[config.mk]
export PLATFORM = sky130hd
export DESIGN_NAME = serial_word_rx
export DESIGN_NICKNAME = d
export VERILOG_FILES = /design/src/rtl/serial_word_rx.sv
export SDC_FILE = /design/constraint.sdc
export NUM_CORES = 1
export LEC_CHECK = 0
export ABC_AREA = 1
export CORE_MARGIN = 4
export CORE_UTILIZATION = 45
export CTS_CLUSTER_SIZE = 10
export DETAILED_ROUTE_END_ITERATION = 8
export PLACE_DENSITY = 0.65
export SYNTH_ARGS = -nofsm -noshare
export SYNTH_HDL_FRONTEND = slang
export SYNTH_SLANG_ARGS = --single-unit
export TNS_END_PERCENT = 1
[constraint.sdc]
create_clock -name clk -period 2.7 [get_ports clk]
set_input_delay 0.27 -clock clk [delete_from_list [all_inputs] [get_ports clk]]
set_output_delay 0.27 -clock clk [all_outputs]
set_load 0.01 [all_outputs]
[src/rtl/serial_word_rx.sv]
// serial_word_rx
//   Oversampling serial receiver: start bit, `size` data bits LSB first,
//   optional even-parity bit, one stop bit. Each good word is offered on a
//   one-entry valid/ready buffer.
//
//   Optional feature macro: SERIAL_WORD_RX_PARITY_EN
//     defined   -> an even-parity bit follows the data bits, and the
//                  parity_err output is present.
//     undefined -> frame is start + data + stop only, and there is no
//                  parity_err port.
//
// Ports:
//   clk        system clock, all logic on posedge
//   r          synchronous active-high reset
//   rxd        asynchronous serial input, idle high
//   out_ready  consumer accepts out_word this cycle
//   out_word   received word
//   out_valid  out_word holds an unconsumed word
//   frame_err  one-cycle pulse, stop bit sampled low
//   overrun    one-cycle pulse, word dropped because the buffer was full
//   parity_err one-cycle pulse with the stop decision on a parity mismatch
//              (only with SERIAL_WORD_RX_PARITY_EN)
module serial_word_rx #(
    parameter int size         = 32,
    parameter int clks_per_bit = 16
) (
    input  logic            clk,
    input  logic            r,
    input  logic            rxd,
    input  logic            out_ready,
    output logic [size-1:0] out_word,
    output logic            out_valid,
    output logic            frame_err,
`ifdef SERIAL_WORD_RX_PARITY_EN
    output logic            parity_err,
`endif
    output logic            overrun
);

    localparam int CW = $clog2(clks_per_bit);
    localparam int IW = (size > 1) ? $clog2(size) : 1;
    localparam logic [CW-1:0] CNT_LAST = CW'(clks_per_bit - 1);
    localparam logic [CW-1:0] CNT_MID  = CW'(clks_per_bit / 2 - 1);
    localparam logic [IW-1:0] IDX_LAST = IW'(size - 1);

`ifdef SERIAL_WORD_RX_PARITY_EN
    typedef enum logic [2:0] {
        S_IDLE, S_START, S_DATA, S_PARITY, S_STOP, S_BREAK
    } state_t;
`else
    typedef enum logic [2:0] {
        S_IDLE, S_START, S_DATA, S_STOP, S_BREAK
    } state_t;
`endif

    state_t          state;
    state_t          state_next;
    logic            rx_p0;
    logic            rx_p1;
    logic            rx_s;
    logic [CW-1:0]   cnt;
    logic [IW-1:0]   bit_idx;
    logic [size-1:0] sh;
    logic [size-1:0] sh_next;
    logic            mid_hit;
    logic            end_hit;
    logic            data_smp;
    logic            stop_smp;
    logic            stop_good;
    logic            stop_bad;
`ifdef SERIAL_WORD_RX_PARITY_EN
    logic            par_smp;
    logic            par_bit;
`endif

    // ---- stage p0/p1: two-flop synchronizer, idles high out of reset ----
    always_ff @(posedge clk) begin
        if (r) begin
            rx_p0 <= 1'b1;
            rx_p1 <= 1'b1;
        end else begin
            rx_p0 <= rxd;
            rx_p1 <= rx_p0;
        end
    end

    assign rx_s    = rx_p1;
    assign mid_hit = (cnt == CNT_MID);
    assign end_hit = (cnt == CNT_LAST);

    // ---- framing FSM: state register ----
    always_ff @(posedge clk) begin
        if (r) state <= S_IDLE;
        else   state <= state_next;
    end

    // ---- framing FSM: next state ----
    always_comb begin
        state_next = state;
        case (state)
            S_IDLE:  if (!rx_s) state_next = S_START;
            // Half a bit into the start bit: a line back high was a glitch.
            S_START: if (mid_hit) state_next = rx_s ? S_IDLE : S_DATA;
            S_DATA:
                if (end_hit && (bit_idx == IDX_LAST)) begin
`ifdef SERIAL_WORD_RX_PARITY_EN
                    state_next = S_PARITY;
`else
                    state_next = S_STOP;
`endif
                end
`ifdef SERIAL_WORD_RX_PARITY_EN
            S_PARITY: if (end_hit) state_next = S_STOP;
`endif
            S_STOP:  if (end_hit) state_next = rx_s ? S_IDLE : S_BREAK;
            // A line held low is waited out here so it cannot frame a word.
            S_BREAK: if (rx_s) state_next = S_IDLE;
            default: state_next = S_IDLE;
        endcase
    end

    // ---- framing FSM: sample strobes ----
    always_comb begin
        data_smp  = (state == S_DATA) && end_hit;
        stop_smp  = (state == S_STOP) && end_hit;
        stop_good = stop_smp && rx_s;
        stop_bad  = stop_smp && !rx_s;
`ifdef SERIAL_WORD_RX_PARITY_EN
        par_smp   = (state == S_PARITY) && end_hit;
`endif
    end

    // Oversampling counter restarts on every state change so sampling
    // points stay aligned to the detected start edge.
    always_ff @(posedge clk) begin
        if (r)                        cnt <= '0;
        else if (state_next != state) cnt <= '0;
        else if (end_hit)             cnt <= '0;
        else                          cnt <= cnt + CW'(1);
    end

    always_ff @(posedge clk) begin
        if (r)                     bit_idx <= '0;
        else if (state == S_START) bit_idx <= '0;
        else if (data_smp)         bit_idx <= bit_idx + IW'(1);
    end

    // New bit enters at the top so the first received bit lands in sh[0].
    always_comb begin
        sh_next           = sh >> 1;
        sh_next[size-1]   = rx_s;
    end

    // ---- stage: deserializer datapath ----
    always_ff @(posedge clk) begin
        if (data_smp) sh <= sh_next;
`ifdef SERIAL_WORD_RX_PARITY_EN
        if (par_smp)  par_bit <= rx_s;
`endif
    end

    // ---- stage: output buffer and status pulses ----
    always_ff @(posedge clk) begin
        if (r) begin
            out_word   <= '0;
            out_valid  <= 1'b0;
            frame_err  <= 1'b0;
            overrun    <= 1'b0;
`ifdef SERIAL_WORD_RX_PARITY_EN
            parity_err <= 1'b0;
`endif
        end else begin
            frame_err  <= stop_bad;
            overrun    <= stop_good && out_valid && !out_ready;
`ifdef SERIAL_WORD_RX_PARITY_EN
            parity_err <= stop_smp && ((^sh) ^ par_bit);
`endif
            // A consume in the delivery cycle frees the slot without a bubble.
            if (stop_good && (!out_valid || out_ready)) begin
                out_word  <= sh;
                out_valid <= 1'b1;
            end else if (out_valid && out_ready) begin
                out_valid <= 1'b0;
            end
        end
    end

endmodule

# Yosys cells after proc, flatten, opt, wreduce, memory -nomap -nowiden
# Index checks and enable logic that the tools add are counted.
[op_classes] add_sub_neg=2 n_eq_ne=8 n_mux=10 n_reduce_logical=17
[op_table] op="3-bit two-way mux" n=6
[op_table] op="3-bit one-hot mux with 5 select lines" n=1
[op_table] op="1-bit logical AND" n=9
[op_table] op="3-bit by 2-bit == test with 1-bit output, second input constant" n=2
[op_table] op="5-bit by 1-bit adder with 5-bit output, second input constant" n=1
[op_table] op="5-bit == test, second input constant" n=1
[op_table] op="4-bit by 1-bit adder with 4-bit output, second input constant" n=1
[op_table] op="4-bit by 3-bit == test with 1-bit output, second input constant" n=1
[op_table] op="4-bit == test, second input constant" n=1
[op_table] op="3-bit by 1-bit == test with 1-bit output, second input constant" n=1
[op_table] op="3-bit == test, second input constant" n=1
[op_table] op="1-bit zero test" n=3
[op_table] op="3-bit zero test" n=1
[op_table] op="3-bit inequality test" n=1
[op_table] op="3-bit OR reduction" n=1
[op_table] op="1-bit two-way mux" n=2
[op_table] op="2-bit two-way mux" n=1
[op_table] op="2-bit nonzero test" n=1
[op_table] op="2-bit OR reduction" n=1
[op_table] op="1-bit logical OR" n=1
[word_totals] reg_bits=81 inputBits=4 word_cells=47

# Depth between registers and ports, before layout
[logic_depth] word_depth=6 depth_mapped=9

# Least setup slack after synthesis
# OpenSTA, ideal clock, no wires.
[synth_timing] path_kind="reg-to-reg" startpoint="register cnt[0]" endpoint="register bit_idx[3]" t_arrival_ps=1790 path_slack_ps=846 stages_incl_launch_ff=9 n_path_buf=0 path_cell_list="dfxtp_1 ha_1 nand3_4 nor2_4 inv_2 nor2_2 xor2_1 inv_1 nor2_1"
[synth_between] elab_chain_len=2
[synth_lines] element="from (decl)" line_no="61" source="logic [CW-1:0] cnt;"
[synth_lines] element="from (signal assigned)" line_no="139" source="else cnt <= cnt + CW'(1);"
[synth_lines] element="4-bit == test" line_no="89" source="assign end_hit = (cnt == CNT_LAST);"
[synth_lines] element="1-bit logical AND" line_no="124" source="data_smp = (state == S_DATA) && end_hit;"
[synth_lines] element="named net data_smp" line_no="67" source="logic data_smp;"
[synth_lines] element="to (signal assigned)" line_no="145" source="else if (data_smp) bit_idx <= bit_idx + IW'(1);"
[synth_lines] element="to (decl)" line_no="62" source="logic [IW-1:0] bit_idx;"
# The timed path passes the listed nets, and every way through them passes these cells.
# A chain may end at the register's enable or synchronous reset.

# Worst setup path after layout
[layout_timing] startpoint="register cnt[0]" endpoint="register out_word[25]"
[layout_between] elab_chain_len=4
[layout_lines] element="4-bit == test" line_no="89"
[layout_lines] element="1-bit logical AND" line_no="125" source="stop_smp = (state == S_STOP) && end_hit;"
[layout_lines] element="1-bit logical AND" line_no="126" source="stop_good = stop_smp && rx_s;"
[layout_lines] element="1-bit logical AND" line_no="179" source="if (stop_good && (!out_valid || out_ready)) begin"
[layout_lines] element="to (signal assigned)" line_no="180" source="out_word <= sh;"
[layout_lines] element="to (decl)" line_no="31" source="output logic [size-1:0] out_word,"
# Every way passes these cells.

==> impl_results.html <==
<table>
<tr><th>Metric</th><th>Value</th></tr>
<tr><th colspan="2">Status</th></tr>
<tr><td>Run status</td><td>finished, final reports clean</td></tr>
<tr><th colspan="2">Clock network</th></tr>
<tr><td>Cts repair resizes</td><td>0</td></tr>
<tr><td>H-tree levels</td><td>3</td></tr>
<tr><td>Hold buffer count at CTS</td><td>0</td></tr>
<tr><td>Max Root-Sink Buffers</td><td>2</td></tr>
<tr><td>Source-to-sink clock delay at the later pin of the worst-skew pair</td><td>0.35 ns</td></tr>
<tr><td>Number of buffers created by CTS</td><td>9</td></tr>
<tr><td>Clock tree from TritonCTS</td><td>yes</td></tr>
<tr><td>Post-CTS Setup Inserts</td><td>0</td></tr>
<tr><td>Root buffer selected by CTS</td><td>clkbuf_8</td></tr>
<tr><td>Clock-pin slew on the worst setup and hold paths</td><td>roughly 0.08 ns</td></tr>
<tr><td># clock sinks</td><td>81</td></tr>
<tr><th colspan="2">Worst setup path</th></tr>
<tr><td>Critical path buffers and inverters</td><td>0</td></tr>
<tr><td>Critical-path maximum fanout</td><td>62</td></tr>
<tr><td>CP Cell Sequence</td><td>ha_1 &gt; nand3_4 &gt; nor2_4 &gt; nand3_4 &gt; o21ai_0 &gt; a21oi_1</td></tr>
<tr><td>Endpoint type of the worst setup path</td><td>register</td></tr>
<tr><td>Critical path data required time</td><td>2.91 ns</td></tr>
<tr><td>Most repeated library cell on the critical path</td><td>nand3_4</td></tr>
<tr><td>Standard cell with the maximum stage delay on the critical path</td><td>nand3_4</td></tr>
<tr><td>Slowest Stage Delay on Critical Path</td><td>0.49 ns</td></tr>
<tr><td>Startpoint type of the worst setup path</td><td>register</td></tr>
<tr><td>Critical Setup Path Class</td><td>reg2reg</td></tr>
<tr><td>Delay-heaviest family, CP</td><td>simple AND/OR/NAND/NOR gates</td></tr>
<tr><td>Worst Path Arrival</td><td>2.21 ns</td></tr>
<tr><th colspan="2">GRT</th></tr>
<tr><td>Global-route wire length before repair</td><td>7.52 mm</td></tr>
<tr><td>Number of global-route vias before repair</td><td>1649</td></tr>
<tr><td>Total congestion overflow after global routing</td><td>0</td></tr>
<tr><td>Number of antenna violations at the first check in global routing</td><td>0</td></tr>
<tr><td>Largest net degree at the start of global routing</td><td>63</td></tr>
<tr><td>All-Layer GR Usage</td><td>12.8%</td></tr>
<tr><th colspan="2">Floorplan</th></tr>
<tr><td>Count of boundary I/O pins</td><td>39</td></tr>
<tr><td>Die Span Y</td><td>88.4 µm</td></tr>
<tr><td>Initial standard-cell utilization of the core</td><td>46.1%</td></tr>
<tr><td>Core area</td><td>0.00631 mm²</td></tr>
<tr><td>Total Die Area</td><td>0.00781 mm²</td></tr>
<tr><td>Horizontal die dimension</td><td>slightly below 90 µm</td></tr>
<tr><td>Row count</td><td>29</td></tr>
<tr><th colspan="2">Timing</th></tr>
<tr><td>RSZ-0062 raised after global routing</td><td>no</td></tr>
<tr><td>Final worst-path cycle share</td><td>73.9%</td></tr>
<tr><td>Final critical path time including I/O delays and setup</td><td>2.00 ns</td></tr>
<tr><td>Count of final max-slew check failures</td><td>0</td></tr>
<tr><td>Max Clk Rate</td><td>0.501 GHz</td></tr>
<tr><td>Final Setup Violations</td><td>0</td></tr>
<tr><td>Relative max-transition margin</td><td>56.1%</td></tr>
<tr><td>Worst Max-Slew Pin Slew</td><td>0.659 ns</td></tr>
<tr><td>Setup_tns</td><td>0 ns</td></tr>
<tr><td>Hold Fails Final Rpt</td><td>0</td></tr>
<tr><td>Maximum clock skew at final layout</td><td>0.0125 ns</td></tr>
<tr><th colspan="2">Synthesis</th></tr>
<tr><td>Count of different cell masters after synthesis</td><td>28</td></tr>
<tr><td>Number of warning messages in the yosys log</td><td>0</td></tr>
<tr><td>Number of synthesized register bits</td><td>about 80</td></tr>
<tr><td>Area of the mapped netlist</td><td>between 0.002 and 0.003 mm²</td></tr>
<tr><td>Cells after synthesis</td><td>between 200 and 300</td></tr>
<tr><td>Sequential fraction of the synthesis area</td><td>about 67%</td></tr>
<tr><td>Number of synthesized flops with an enable pin</td><td>32</td></tr>
<tr><td>Avg Cell Area, Syn</td><td>10.9 µm²</td></tr>
<tr><td>Most used DFF post-synth</td><td>dfxtp_1</td></tr>
<tr><td>Proportion of register bits with asynchronous set or reset after synthesis</td><td>0%</td></tr>
<tr><td>Syn Nets</td><td>274</td></tr>
<tr><th colspan="2">Finish</th></tr>
<tr><td>Layout cells sized above 1</td><td>about a tenth</td></tr>
<tr><td>Area added between synthesis and finish</td><td>21.7%</td></tr>
<tr><td>Antenna diode count</td><td>0</td></tr>
<tr><td>Layout Nets</td><td>between 300 and 400</td></tr>
<tr><td>Post-route insts no fill</td><td>391</td></tr>
<tr><th colspan="2">Detailed routing</th></tr>
<tr><td>Number of nets still failing antenna checks after routing</td><td>0</td></tr>
<tr><td>DRC violation count after routing</td><td>0</td></tr>
<tr><td>Via count</td><td>1860</td></tr>
<tr><td>Vias per cell</td><td>4.76</td></tr>
<tr><td>DR WL/cell</td><td>11.7 µm</td></tr>
<tr><td>Drt total wl</td><td>4.57 mm</td></tr>
<tr><td>Violation count after the first detailed-routing iteration</td><td>89</td></tr>
<tr><td>Number of iterations in the first detailed-routing pass</td><td>4</td></tr>
<tr><th colspan="2">Placement</th></tr>
<tr><td>DP Wirelength</td><td>2.97 mm</td></tr>
<tr><td>Placer Congestion</td><td>0.845</td></tr>
<tr><td>Number of placed instances, taps included</td><td>375</td></tr>
<tr><td>Total of buffers placed on input and output ports</td><td>38</td></tr>
<tr><th colspan="2">Min path</th></tr>
<tr><td>Type of the worst min-delay path</td><td>reg2reg</td></tr>
<tr><th colspan="2">Pwr</th></tr>
<tr><td>Peak supply drop</td><td>between 0.4 and 0.5 mV</td></tr>
<tr><td>Cell area power density</td><td>622 mW/mm²</td></tr>
<tr><td>Leakage dissipation</td><td>1.21 nW</td></tr>
<tr><th colspan="2">Job</th></tr>
<tr><td>Reported max-cap violation count</td><td>0</td></tr>
</table>
[cells in the final DEF (no fill, tap or decap), drive strengths merged]
master         netlist  final
o31ai                1      1
clkbuf               3      9
ha                   3      3
nor2                20     20
inv                 46     48
xnor2                1      1
o21bai               1      1
edfxtp              32     32
a21oi               37     37
clkinvlp             0      3
bufinv               0      1
xor2                 2      2
clkdlybuf4s50        0     38
or2                  3      3
o21ai               33     33
buf                  7      3
and3                 1      1
nand2               13     13
dfxtp               49     49
clkinv               0      1
nor3                 1      1
a31oi                1      1
nand3               13     13
[stage by stage]
| step | instance area, µm² | utilization, % | hold WS, ns | setup WS (ns) | power [mW] |
|---|---|---|---|---|---|
| 2_1_floorplan | 2910 | - | 0.374 | 0.846 | 1.34 |
| 3_3_place_gp | 3340 | 52.9 | 0.396 | 0.748 | 1.35 |
| 3_5_place_dp | 3340 | 52.9 | 0.402 | 0.701 | 1.35 |
| 4_1_cts | 3540 | 56.1 | 0.426 | 0.688 | 2.23 |
| 5_1_grt | 3540 | 56.1 | 0.448 | 0.464 | 2.29 |
| 6_report | 3540 | 56.1 | 0.422 | 0.705 | 2.20 |
[per-layer routing]
metal  vias to the layer above  track usage (%)  part of all wire, %
li1                        967                -                    -
met1                       851             16.3                   49
met4                         0             7.42                  2.1
met2                        33             18.9                   44
met3                         9             4.38                  5.2
met5                         -                0                    0
[worst reg2reg max path, cell delays in order (launching register included)]
cell	delay, ns
dfxtp_1	0.36
ha_1	0.26
nand3_4	0.13
nor2_4	0.17
nand3_4	0.49
o21ai_0	0.39
a21oi_1	0.07
[cell usage after synthesis, types with 2 or more instances]
cell | number | share of area (%)
o21ai_1 | 26 | 4.5
buf_6 | 6 | 2.3
nand2_1 | 13 | 1.7
clkbuf_1 | 3 | 0.39
dfxtp_1 | 49 | 34
nor2_4 | 2 | 0.77
o21ai_2 | 2 | 0.60
edfxtp_1 | 32 | 33
ha_1 | 3 | 1.3
a21oi_1 | 37 | 6.4
nor2_1 | 16 | 2.1
inv_1 | 45 | 5.8
o21ai_0 | 5 | 0.86
nor2_2 | 2 | 0.43
xor2_1 | 2 | 0.60
or2_2 | 2 | 0.43
nand3_4 | 2 | 1.2
nand3_1 | 10 | 1.7
[sequential cells by signal, indices dropped and copies added, names as in the netlist]
signal     flops
sh            32
rx_p0          1
out_valid      1
out_word      32
bit_idx        5
rx_p1          1
overrun        1
cnt            4
frame_err      1
state          3
[power breakdown]
part           switching [mW]  internal [mW]  total, mW
sequential            0.00570           1.27       1.27
combinational          0.0287         0.0194     0.0482
clock                   0.449          0.434      0.883
total                   0.483           1.72       2.20
[cell families after synthesis]
group	count (synthesis)	share of synthesized area, %
xor+xnor	3	0.903
buf+inv	56	8.77
simple gates	51	9.25
compound gates	73	13.0
fa+ha+maj	3	1.29
flops	81	66.8
[worst paths after layout]
check | start | to | slack [ns] | cells past startpoint
worst min-delay path | rx_p0 | rx_p1 | 0.42 | 1
worst min register to register | rx_p0 | rx_p1 | 0.42 | 1
worst max-delay path | cnt[0] | out_word[25] | 0.70 | 6
worst max register to register | cnt[0] | out_word[25] | 0.70 | 6
[cell type report]
cell class / instances / area, µm²
fillers: 564 / 2770
flip-flops and latches: 81 / 1940
multi-input cells: 130 / 712
repair buffers: 41 / 415
inverters: 46 / 173
clock buffers: 9 / 124
well taps: 77 / 96.3
clock inverters: 7 / 77.6
Note: power is estimated with default switching activity, not from simulation.
